<file path="src/rtl/peripheral_mult_pkg.sv">
// Shared definitions for the shift-and-add multiplier peripheral.
// Register offsets are word indices, which are taken from addr[4:2].
package peripheral_mult_pkg;

  localparam logic [2:0] MULT_A      = 3'd0;
  localparam logic [2:0] MULT_B      = 3'd1;
  localparam logic [2:0] MULT_CTRL   = 3'd2;
  localparam logic [2:0] MULT_STATUS = 3'd3;
  localparam logic [2:0] MULT_PP_LO  = 3'd4;
  localparam logic [2:0] MULT_PP_HI  = 3'd5;

  typedef enum logic [1:0] {
    ST_IDLE = 2'd0,
    ST_RUN  = 2'd1,
    ST_DONE = 2'd2
  } mult_state_e;

  // STATUS register layout: bit0 done, bit1 busy.
  function automatic logic [31:0] status_word(input logic busy, input logic done);
    return {30'd0, busy, done};
  endfunction

endpackage

</file>
<file path="src/rtl/peripheral_mult_core.sv">
// mult_core: shift-and-add multiplier FSM and datapath.
// Runs exactly WIDTH iterations after a start, independent of the operands.
module mult_core
  import peripheral_mult_pkg::*;
#(
  parameter int WIDTH = 16
) (
  input  logic                 clk,
  input  logic                 reset,
  input  logic                 start,
  input  logic [WIDTH-1:0]     a,
  input  logic [WIDTH-1:0]     b,
  output logic                 busy,
  output logic                 done,
  output logic [2*WIDTH-1:0]   pp
);

  localparam int CW = (WIDTH > 1) ? $clog2(WIDTH) : 1;

  mult_state_e          state;
  mult_state_e          next_state;
  logic [2*WIDTH-1:0]   a_sh;
  logic [WIDTH-1:0]     b_sh;
  logic [2*WIDTH-1:0]   pp_q;
  logic [CW-1:0]        cnt;
  logic                 last;
  logic                 accept;

  assign last   = (cnt == CW'(WIDTH - 1));
  // A start is honoured only outside RUN; a start during RUN is dropped.
  assign accept = start && (state != ST_RUN);

  always_ff @(posedge clk or posedge reset) begin
    if (reset) state <= ST_IDLE;
    else       state <= next_state;
  end

  always_comb begin
    next_state = state;
    case (state)
      ST_IDLE: if (accept) next_state = ST_RUN;
      ST_RUN:  if (last)   next_state = ST_DONE;
      ST_DONE: if (accept) next_state = ST_RUN;
      default:             next_state = ST_IDLE;
    endcase
  end

  always_comb begin
    busy = (state == ST_RUN);
    done = (state == ST_DONE);
  end

  always_ff @(posedge clk or posedge reset) begin
    if (reset) begin
      a_sh <= '0;
      b_sh <= '0;
      pp_q <= '0;
      cnt  <= '0;
    end else if (accept) begin
      a_sh <= {{WIDTH{1'b0}}, a};
      b_sh <= b;
      pp_q <= '0;
      cnt  <= '0;
    end else if (state == ST_RUN) begin
      if (b_sh[0]) pp_q <= pp_q + a_sh;
      a_sh <= a_sh << 1;
      b_sh <= b_sh >> 1;
      cnt  <= cnt + 1'b1;
    end
  end

  assign pp = pp_q;

endmodule

</file>
<file path="src/rtl/peripheral_mult.sv">
// peripheral_mult: memory-mapped wrapper around mult_core with operand
// registers, address decode and a registered read-data port.
module peripheral_mult
  import peripheral_mult_pkg::*;
#(
  parameter int WIDTH = 16
) (
  input  logic        clk,
  input  logic        reset,
  input  logic        cs,
  input  logic [4:0]  addr,
  input  logic        rd,
  input  logic        wr,
  input  logic [31:0] d_in,
  output logic [31:0] d_out
);

  logic [WIDTH-1:0]   a_reg;
  logic [WIDTH-1:0]   b_reg;
  logic [2*WIDTH-1:0] pp;
  logic [63:0]        pp_ext;
  logic               busy;
  logic               done;
  logic               start;
  logic [2:0]         word;
  logic [31:0]        rd_data;
  logic               unused_bits;

  assign word        = addr[4:2];
  assign pp_ext      = 64'(pp);
  assign unused_bits = ^{addr[1:0], d_in};
  assign start       = cs && wr && (word == MULT_CTRL) && d_in[0];

  always_ff @(posedge clk or posedge reset) begin
    if (reset) begin
      a_reg <= '0;
      b_reg <= '0;
    end else if (cs && wr) begin
      case (word)
        MULT_A:  a_reg <= d_in[WIDTH-1:0];
        MULT_B:  b_reg <= d_in[WIDTH-1:0];
        default: ;
      endcase
    end
  end

  // Read mux sees pre-edge register values, so a same-cycle write is not visible.
  always_comb begin
    rd_data = '0;
    case (word)
      MULT_A:      rd_data = 32'(a_reg);
      MULT_B:      rd_data = 32'(b_reg);
      MULT_STATUS: rd_data = status_word(busy, done);
      MULT_PP_LO:  rd_data = pp_ext[31:0];
      MULT_PP_HI:  rd_data = pp_ext[63:32];
      default:     rd_data = '0;
    endcase
  end

  always_ff @(posedge clk or posedge reset) begin
    if (reset)          d_out <= '0;
    else if (cs && rd)  d_out <= rd_data;
  end

  mult_core #(.WIDTH(WIDTH)) u_core (
    .clk   (clk),
    .reset (reset),
    .start (start),
    .a     (a_reg),
    .b     (b_reg),
    .busy  (busy),
    .done  (done),
    .pp    (pp)
  );

endmodule
</file>
<file path="config.mk">
export PLATFORM = sky130hd
export DESIGN_NAME = peripheral_mult
export DESIGN_NICKNAME = d
export VERILOG_FILES = /design/src/rtl/peripheral_mult_pkg.sv /design/src/rtl/peripheral_mult_core.sv /design/src/rtl/peripheral_mult.sv
export SDC_FILE = /design/constraint.sdc
export NUM_CORES = 1
export LEC_CHECK = 0
export ABC_AREA = 1
export BUFFER_PORTS_ARGS = -buffer_cell sky130_fd_sc_hd__buf_2
export CAP_MARGIN = 20
export CORE_MARGIN = 3
export CORE_UTILIZATION = 45
export CTS_BUF_LIST = sky130_fd_sc_hd__clkbuf_4 sky130_fd_sc_hd__clkbuf_8
export CTS_CLUSTER_SIZE = 25
export DETAILED_ROUTE_END_ITERATION = 6
export RECOVER_POWER = 100
export SYNTH_ARGS = -nofsm -noshare
export SYNTH_HDL_FRONTEND = slang
export SYNTH_SLANG_ARGS = --single-unit
export TNS_END_PERCENT = 50
</file>
<file path="constraint.sdc">
create_clock -name clk -period 8.35 [get_ports clk]
set_clock_uncertainty 0.2 [all_clocks]
set_input_delay 1.67 -clock clk [delete_from_list [all_inputs] [get_ports clk]]
set_output_delay 1.67 -clock clk [all_outputs]
set_load 0.02 [all_outputs]
</file>
==> results of run 1 <==
[cells in the final DEF, fill, tap and decap left out, drive strengths merged, types with 5 or more instances in the layout]
| cell | instances |
|---|---|
| a21oi | 36 |
| a221oi | 7 |
| buf | 21 |
| clkbuf | 56 |
| clkinv | 5 |
| dfrtp | 150 |
| ha | 32 |
| inv | 197 |
| nand2 | 447 |
| nand3 | 58 |
| nand4 | 5 |
| nor2 | 56 |
| o211ai | 16 |
| o21ai | 98 |
| o22ai | 20 |
[cell families after synthesis]
logic type | count (synthesis) | synth area share, %
AND/OR/NAND/NOR | 572 | 26.89
buffers and inverters | 226 | 10.56
AO/OA/AOI/OAI | 188 | 12.65
flip-flops | 150 | 44.50
adder cells (fa/ha/maj) | 33 | 4.984
XOR/XNOR | 4 | 0.4154
[worst min-delay path by stage]
| stage | endpoint | cells after the start | slack, ps | start |
|---|---|---|---|---|
| final | u_core.state[0]$_DFFE_PP0P_ | 1 | 280 | u_core.state[0]$_DFFE_PP0P_ |
| after floorplan | u_core.state[0]$_DFFE_PP0P_ | 1 | 240 | u_core.state[0]$_DFFE_PP0P_ |
| after CTS | u_core.state[0]$_DFFE_PP0P_ | 1 | 280 | u_core.state[0]$_DFFE_PP0P_ |
| after global routing | u_core.state[0]$_DFFE_PP0P_ | 1 | 310 | u_core.state[0]$_DFFE_PP0P_ |
| after global placement | u_core.state[0]$_DFFE_PP0P_ | 1 | 260 | u_core.state[0]$_DFFE_PP0P_ |
| after detailed placement | d_out[0]$_DFFE_PP0P_ | 2 | 260 | d_out[0]$_DFFE_PP0P_ |
[layer usage]
layer	track usage, %	up-vias	part of all wire, %
met1	35.82	3524	50
met2	35.58	152	45
met4	5.153	0	1.2
met5	0	-	0
li1	-	3782	-
met3	3.885	21	3.9
[cell usage after synthesis]
cell       count
nor2_2         1
a21o_1         1
nor3_1         3
nand3_1       58
dfrtp_1      150
o221ai_1       3
a21oi_1       36
nand2_2        1
nor3_2         1
inv_2          1
buf_6          1
nand4_2        1
a221oi_1       7
a21boi_0       1
ha_1          32
nor2_4         1
nand2_1      446
nor2_1        54
clkinv_1       1
clkbuf_1      20
a22o_1         1
buf_4          7
buf_2          7
o211ai_1      16
nand4_1        4
o21ai_0       98
inv_1        189
fa_1           1
nand3b_1       2
o22ai_1       20
xor2_1         1
o2111ai_1      2
xnor2_1        3
o21bai_1       3
[area by class of cell]
class                   count  area, µm²
well taps                 229      286.5
multi-input cells         797       3767
clock buffers              18      247.7
flip-flops and latches    150       3754
repair buffers             59      250.2
clock inverters            14      158.9
fillers                  1869       9026
inverters                 191      718.2
[worst max-delay path: cells and delay by family, from the launching register on]
family / cells / cell delay (ps)
buffers and inverters: 3 / 2070
AOI/OAI and AO/OA: 1 / 240
and+or+nand+nor: 2 / 1840
DFF: 1 / 400
[per-stage QoR]
stage	setup WS (ps)	utilization (%)	instance area (µm²)	hold slack, ps	std cells
global route	2943	50.43	9183	311.8	1458
finish	3384	50.43	9183	281.1	1458
detailed placement	4231	48.65	8859	262.7	1426
floorplan	2444	-	8436	236.4	1173
global placement	4241	48.65	8859	261.4	1426
CTS	4714	50.88	9265	281.7	1458
[power by group through the flow]
stage / sequential (µW) / clock [µW] / combinational [µW]
6_report: 1100 / 585 / 1090
5_1_grt: 1130 / 623 / 1240
4_1_cts: 1100 / 599 / 1100
3_5_place_dp: 1110 / 0 / 1090
3_3_place_gp: 1110 / 0 / 1080
2_1_floorplan: 1070 / 0 / 799
==> metrics.cfg, run 1 <==
[sta]
rsz0062_at_grt=false
post-route-period-util_pct=59.48
finalMaxSlewViolations=229
post-route-min-period_ps=4966
tightest_slew_ps=4096
max_slew_margin_pct=-174.5
finalHoldViolCount=0
max_freq_ghz=0.2014
tns_ps=0
finalSetupViolations=0

[clock_tree]
cts-root-buf=clkbuf_8
h-tree-depth=4
cts_resized=0
clock_latency_ps=460
cts_tree=yes
numCtsBuffers=17
cts.clk_slew.worst_paths_ps=100
cts_hold_buf=0
post_cts_buffers=0
cts_sinks=150
cts_buffer_depth=2

[logic_synthesis]
synth_seq_cells=150
synth.net_count=1248
yosysWarnings=0
synth_top_area_cell=dfrtp_1
seq_area_frac_synth_pct=44.50
ys_top_cells_by_area=dfrtp_1 (44%), nand2_1 (20%), inv_1 (8.4%)
synth_cells=1173
synth.distinct_cells=34
synth_top_cell_area_share_pct=44.50
netlist_area_um2=8436
synth_area_per_cell_um2=7.191

[detailed_routing]
drc_errors=0
ant_nets=0
num_vias=7479
drt_iter0_drc=616
routedWlPerCell_um=15.90
via_per_inst=5.130
drt_pre_antenna_iters=5
routed_wl_um=23180

[worst_setup_path]
cp_cell_sequence=nor2_1 -> inv_1 -> clkbuf_1 -> nand2_1 -> clkbuf_1 -> o221ai_1
startpoint_type=register
worstSetupStartpoint=u_core.state[1]$_DFFE_PP0P_
cp_common_cell=clkbuf_1
crit_type=register to register
r2r_end=u_core.b_sh[8]$_DFFE_PP0P_
cp_max_fo=30
regToRegSetupSlack_ps=3380
cp.required_ps=8420
arrival_ps=5030
cp_slowest_cell=nor2_1
end_kind=register
timing.rr.start=u_core.state[1]$_DFFE_PP0P_
crit_end=u_core.b_sh[8]$_DFFE_PP0P_
critical_path.max_stage_delay_ps=1540
ff2ff_path_depth=6

[power_and_ir_drop]
finalPower_uw=2773
combPwrFrac_pct=39.2
leakagePower_uw=0.004896
p_int_uw=1545
power_density_nw_per_um2=302.0
power.switching_uw=1228
seqPwrFrac_pct=39.7
switching_share_pct=44.28
pwr-share-clk_pct=21.1
ir_drop_mv=0.1553

[finish]
drive_gt1_share_pct=4.394
antenna_cells=0
num-nets-final=1291
area_growth_pct=8.855

[placement]
dp_hpwl_um=16680
portBuffers=55
globalplace.congestion=0.9490

[global_route]
grt_pass1_wl_um=37820
grt_pass1_vias=7004
grtUsageTotal_pct=23.59
antenna_found_initial=0
grt-ovfl-total=0
grt_max_degree=93

[flow_run]
max_cap_violations=5

[worst_hold_path]
hold_path_class=register to register

[run_status]
failed_checks=capacitance limit, slew limit
status=complete, but fails checks

[floorplanning]
coreArea_um2=18210
rows=49
io_pins=74
initial_core_util_pct=46.33
die_w_um=142.9
dieArea_um2=20420
die_y_um=142.9

(Power assumes the default switching activity.)
==> inputs of run 2 (changes only) <==
Settings changed: ABC_AREA 1 to 0, PLACE_DENSITY from default to 0.66.
Clock period 8.35 ns to 4.5 ns, I/O delays scaled along.
==> run 2 against run 1 <==
Effect of this change: the flow still finishes with violations (capacitance limit, slew limit); core utilization is 0.50 points higher; flip-flop and latch count did not move; hold slack got worse by 1.4 ps; synthesized cell count decreased by 32%; clock-buffer cell count up 2; first-iteration DRC count fell by 47%; worst setup slack lost 2600 ps; sequential power grew 97%.
==> metrics.cfg, run 2 <==
[run_status]
status=complete, but fails checks
failed_checks=capacitance limit, slew limit

[worst_setup_path]
cp_max_fo=30
startpoint_type=input pin
arrival_ps=3900
worstSetupStartpoint=addr[4]
cp.required_ps=4650
crit_type=input pin to register
ff2ff_path_depth=11
end_kind=register
timing.rr.start=u_core.a_sh[0]$_DFFE_PP0P_

[clock_tree]
post_cts_buffers=0
h-tree-depth=4
numCtsBuffers=17
cts_tree=yes
cts_buffer_depth=2
cts_sinks=150
cts_resized=0
cts-root-buf=clkbuf_8
clock_latency_ps=460
cts.clk_slew.worst_paths_ps=80
cts_hold_buf=0

[power_and_ir_drop]
power_density_nw_per_um2=686.8
ir_drop_mv=0.2723
finalPower_uw=5863
leakagePower_uw=0.003924

[sta]
hold_slack_ps=279.7
post-route-period-util_pct=83.46
tightest_slew_ps=1834
max_slew_margin_pct=-22.28
post-route-min-period_ps=3756
finalMaxSlewViolations=93
tns_ps=0
finalHoldViolCount=0
rsz0062_at_grt=false
finalSetupViolations=0
max_freq_ghz=0.2663

[detailed_routing]
drt_iter0_drc=327
routed_wl_um=17920
num_vias=5995
drc_errors=0
ant_nets=0
drt_pre_antenna_iters=4
via_per_inst=5.634
routedWlPerCell_um=16.84

[floorplanning]
die_y_um=137.4
die_w_um=137.4
rows=47
initial_core_util_pct=46.35
io_pins=74
coreArea_um2=16760
dieArea_um2=18870

[finish]
final_core_util_pct=50.93
drive_gt1_share_pct=13.51
num-nets-final=906
antenna_cells=0
mostFrequentLayoutCell=nand2_1
final_cell_mix=nand2_1 (161), dfrtp_1 (150), o21ai_0 (76)
area_growth_pct=9.891

[logic_synthesis]
synth-edff-count=0
synth_ff_type=dfrtp_1
synth_top_area_cell=dfrtp_1
synth_seq_cells=150
ys_top_cells_by_area=dfrtp_1 (48%), nand2_1 (7.8%), ha_1 (5.2%)
seq_area_frac_synth_pct=48.32
synth_commonest_cells=nand2_1 (161), dfrtp_1 (150), o21ai_0 (75)
post-synth-top-count-cell=nand2_1
yosysWarnings=0
synth.distinct_cells=62
async_flop_share_pct=100.0
synth_area_per_cell_um2=9.783
synth_top_cell_area_share_pct=48.32
netlist_area_um2=7767
synth.net_count=869
synth_cells=794

[global_route]
grt_max_degree=62
antenna_found_initial=0
grt_pass1_vias=5849
grt_pass1_wl_um=29980
grtUsageTotal_pct=20.24
grt-ovfl-total=0

[worst_hold_path]
worstHoldStart=u_core.pp[31]$_DFFE_PP0P_
hold_path_class=register to register
hold_depth=1

[flow_run]
max_cap_violations=3

[placement]
portBuffers=55
globalplace.congestion=0.8410
dp_hpwl_um=12010

==> run 2: path summary, 6_finish.rpt <==
kind	to	slack, ps
max	b_reg[5]$_DFFE_PP0P_	740
min	u_core.pp[31]$_DFFE_PP0P_	280
max reg2reg	u_core.pp[28]$_DFFE_PP0P_	1370
min reg2reg	u_core.pp[31]$_DFFE_PP0P_	280
max in group asynchronous	d_out[27]$_DFFE_PP0P_	1430
min in group asynchronous	a_reg[12]$_DFFE_PP0P_	570
==> run 2: kinds of logic after synthesis <==
group,after synthesis,share of synthesized area [%]
simple gates,247,13.80
compound gates,227,19.30
mux,51,7.088
buf+inv,58,2.916
fa+ha+maj,33,5.412
xor+xnor,28,3.157
flops,150,48.32
==> run 2: layout make-up <==
type,instances,area (µm²)
clock buffers,20,269.0
well taps,220,275.3
fillers,1606,8224
flip-flops and latches,150,3754
repair buffers,67,299.0
multi-input cells,586,3779
inverters,9,35.03
clock inverters,12,125.1
==> run 2: critical path: stages <==
cell      delay, ps
clkbuf_1        690
nor2b_1         370
nor3b_1         860
clkbuf_1        660
mux2_2          410
==> run 2: stage by stage <==
step | instances | instance area (µm²) | worst slack [ps]
4_1_cts | 1064 | 8665 | 1361
5_1_grt | 1064 | 8536 | 587.1
3_3_place_gp | 1031 | 8259 | 1361
6_report | 1064 | 8536 | 744.2
3_5_place_dp | 1032 | 8270 | 1343
2_1_floorplan | 794 | 7771 | 1511
==> run 2: layer usage <==
metal | global-route usage (%) | share of wire, % | wire (µm)
met5 | 0 | 0 | 0
met4 | 7.871 | 1.7 | 302
met3 | 3.616 | 4.0 | 721
met2 | 32.43 | 47 | 8435
met1 | 27.37 | 47 | 8457
==> run 2: report_power, final <==
part / switching, µW / internal [µW] / leakage [µW]
Sequential: 371 / 1790 / 0.00187
Combinational: 1490 / 1160 / 0.00185
Clock: 528 / 526 / 0.000199
Total: 2390 / 3480 / 0.00392
==> inputs of run 3 (changes only) <==
Settings changed: PLACE_DENSITY 0.66 to default.
Clock period 4.5 ns to 3.7 ns, I/O delays scaled along.
==> run 3 against run 2 <==
Effect of this change: the run still ends with capacitance limit, slew limit left; die area is the same; routed wire length rose by 4.2%; worst setup slack got worse by 400 ps; critical endpoint is now u_core.pp[28]$_DFFE_PP0P_; largest cell class unchanged; largest power group unchanged; highest routed layer unchanged.
==> metrics.cfg, run 3 (same netlist as run 2, synthesis figures left out) <==
[clock_tree]
cts_buffer_depth=2
cts_sinks=150
numCtsBuffers=17
cts.clk_slew.worst_paths_ps=80
cts_hold_buf=0
cts_resized=0
post_cts_buffers=0
h-tree-depth=4
cts_tree=yes
cts-root-buf=clkbuf_8
clock_latency_ps=450

[power_and_ir_drop]
power.switching_uw=2907
seqPwrFrac_pct=36.1
p_int_uw=4396
power_density_nw_per_um2=849.9
pwr-share-clk_pct=19.5
switching_share_pct=39.81
finalPower_uw=7303
leakagePower_uw=0.003951
ir_drop_mv=0.3575
combPwrFrac_pct=44.4

[sta]
tightest_slew_ps=1607
tns_ps=0
finalMaxSlewViolations=42
finalHoldViolCount=0
rsz0062_at_grt=false
max_freq_ghz=0.2976
post-route-min-period_ps=3361
max_slew_margin_pct=-7.153
finalSetupViolations=0
post-route-period-util_pct=90.83

[flow_run]
max_cap_violations=1

[floorplanning]
coreArea_um2=16760
initial_core_util_pct=46.35
die_y_um=137.4
rows=47
dieArea_um2=18870
die_w_um=137.4
io_pins=74

[finish]
final_cell_mix=nand2_1 (161), dfrtp_1 (150), o21ai_0 (75)
antenna_cells=0
area_growth_pct=10.63
drive_gt1_share_pct=13.12
mostFrequentLayoutCell=nand2_1
nFillCells=1563
num-nets-final=910

[worst_setup_path]
cp.required_ps=3820
end_kind=register
crit_type=register to register
cp_max_fo=3
arrival_ps=3480
startpoint_type=register

[detailed_routing]
drc_errors=0
num_vias=6033
drt_pre_antenna_iters=5
routedWlPerCell_um=17.52
via_per_inst=5.659
ant_nets=0
drt_iter0_drc=341
routed_wl_um=18670

[placement]
globalplace.congestion=0.8920
dp_hpwl_um=13100
portBuffers=55

[global_route]
grt_pass1_vias=6030
grtUsageTotal_pct=20.51
grt-ovfl-total=0
antenna_found_initial=0
grt_pass1_wl_um=30380
grt_max_degree=51

[run_status]
failed_checks=capacitance limit, slew limit
status=complete, but fails checks

[worst_hold_path]
hold_path_class=register to register

-- run 3: area by class of cell --
type                    instances  area, µm²  share of cell area (%)
clock buffers                  18      241.5                   2.810
clock inverters                12      203.9                   2.373
flip-flops and latches        150       3754                   43.68
multi-input cells             586       3765                   43.81
repair buffers                 71      319.1                   3.713
inverters                       9      35.03                  0.4077
well taps                     220      275.3                   3.203
-- run 3: power groups by stage --
stage	logic (µW)	registers [µW]	clock network (µW)
global placement	3170	2640	0
CTS	3270	2640	1460
finish	3240	2640	1420
detailed placement	3240	2670	0
floorplan	2600	2560	0
global route	3640	2720	1530
-- run 3: final timing paths --
path                                      startpoint  depth (start not counted)                     endpoint  slack [ps]
max in group asynchronous                      reset                          3  u_core.b_sh[10]$_DFFE_PP0P_        1100
hold / removal             u_core.pp[31]$_DFFE_PP0P_                          1    u_core.pp[31]$_DFFE_PP0P_         300
setup reg to reg            u_core.pp[0]$_DFFE_PP0P_                         11    u_core.pp[28]$_DFFE_PP0P_         340
min in group asynchronous                      reset                          2        d_out[25]$_DFFE_PP0P_         410
hold reg to reg            u_core.pp[31]$_DFFE_PP0P_                          1    u_core.pp[31]$_DFFE_PP0P_         300
setup / recovery            u_core.pp[0]$_DFFE_PP0P_                         11    u_core.pp[28]$_DFFE_PP0P_         340
-- run 3: critical path, stage by stage, from the launching register on --
cell and delay (ps):
dfrtp_1 380, ha_1 220, inv_1 70, fa_1 400, and2b_1 230, o2111ai_1 160, a211oi_1 630, nor2_2 130
o31ai_2 390, a221oi_2 140, mux2i_1 170, nand4_1 110
-- run 3: metal layers --
layer	track usage, %	routed length (µm)
met4	6.596	303
met3	4.419	804
met5	0	0
met1	26.61	8334
met2	34.27	9230
-- run 3: metrics by stage --
stage	setup WS, ps	hold WS, ps	cell area [µm²]	instances	util [%]
4_1_cts	556.6	228.3	8742	1066	52.16
6_report	339.3	295.5	8593	1066	51.27
2_1_floorplan	871.0	239.6	7771	794	-
5_1_grt	197.8	302.2	8593	1066	51.27
3_5_place_dp	577.2	283.7	8297	1036	49.50
3_3_place_gp	620.6	265.7	8297	1036	49.50
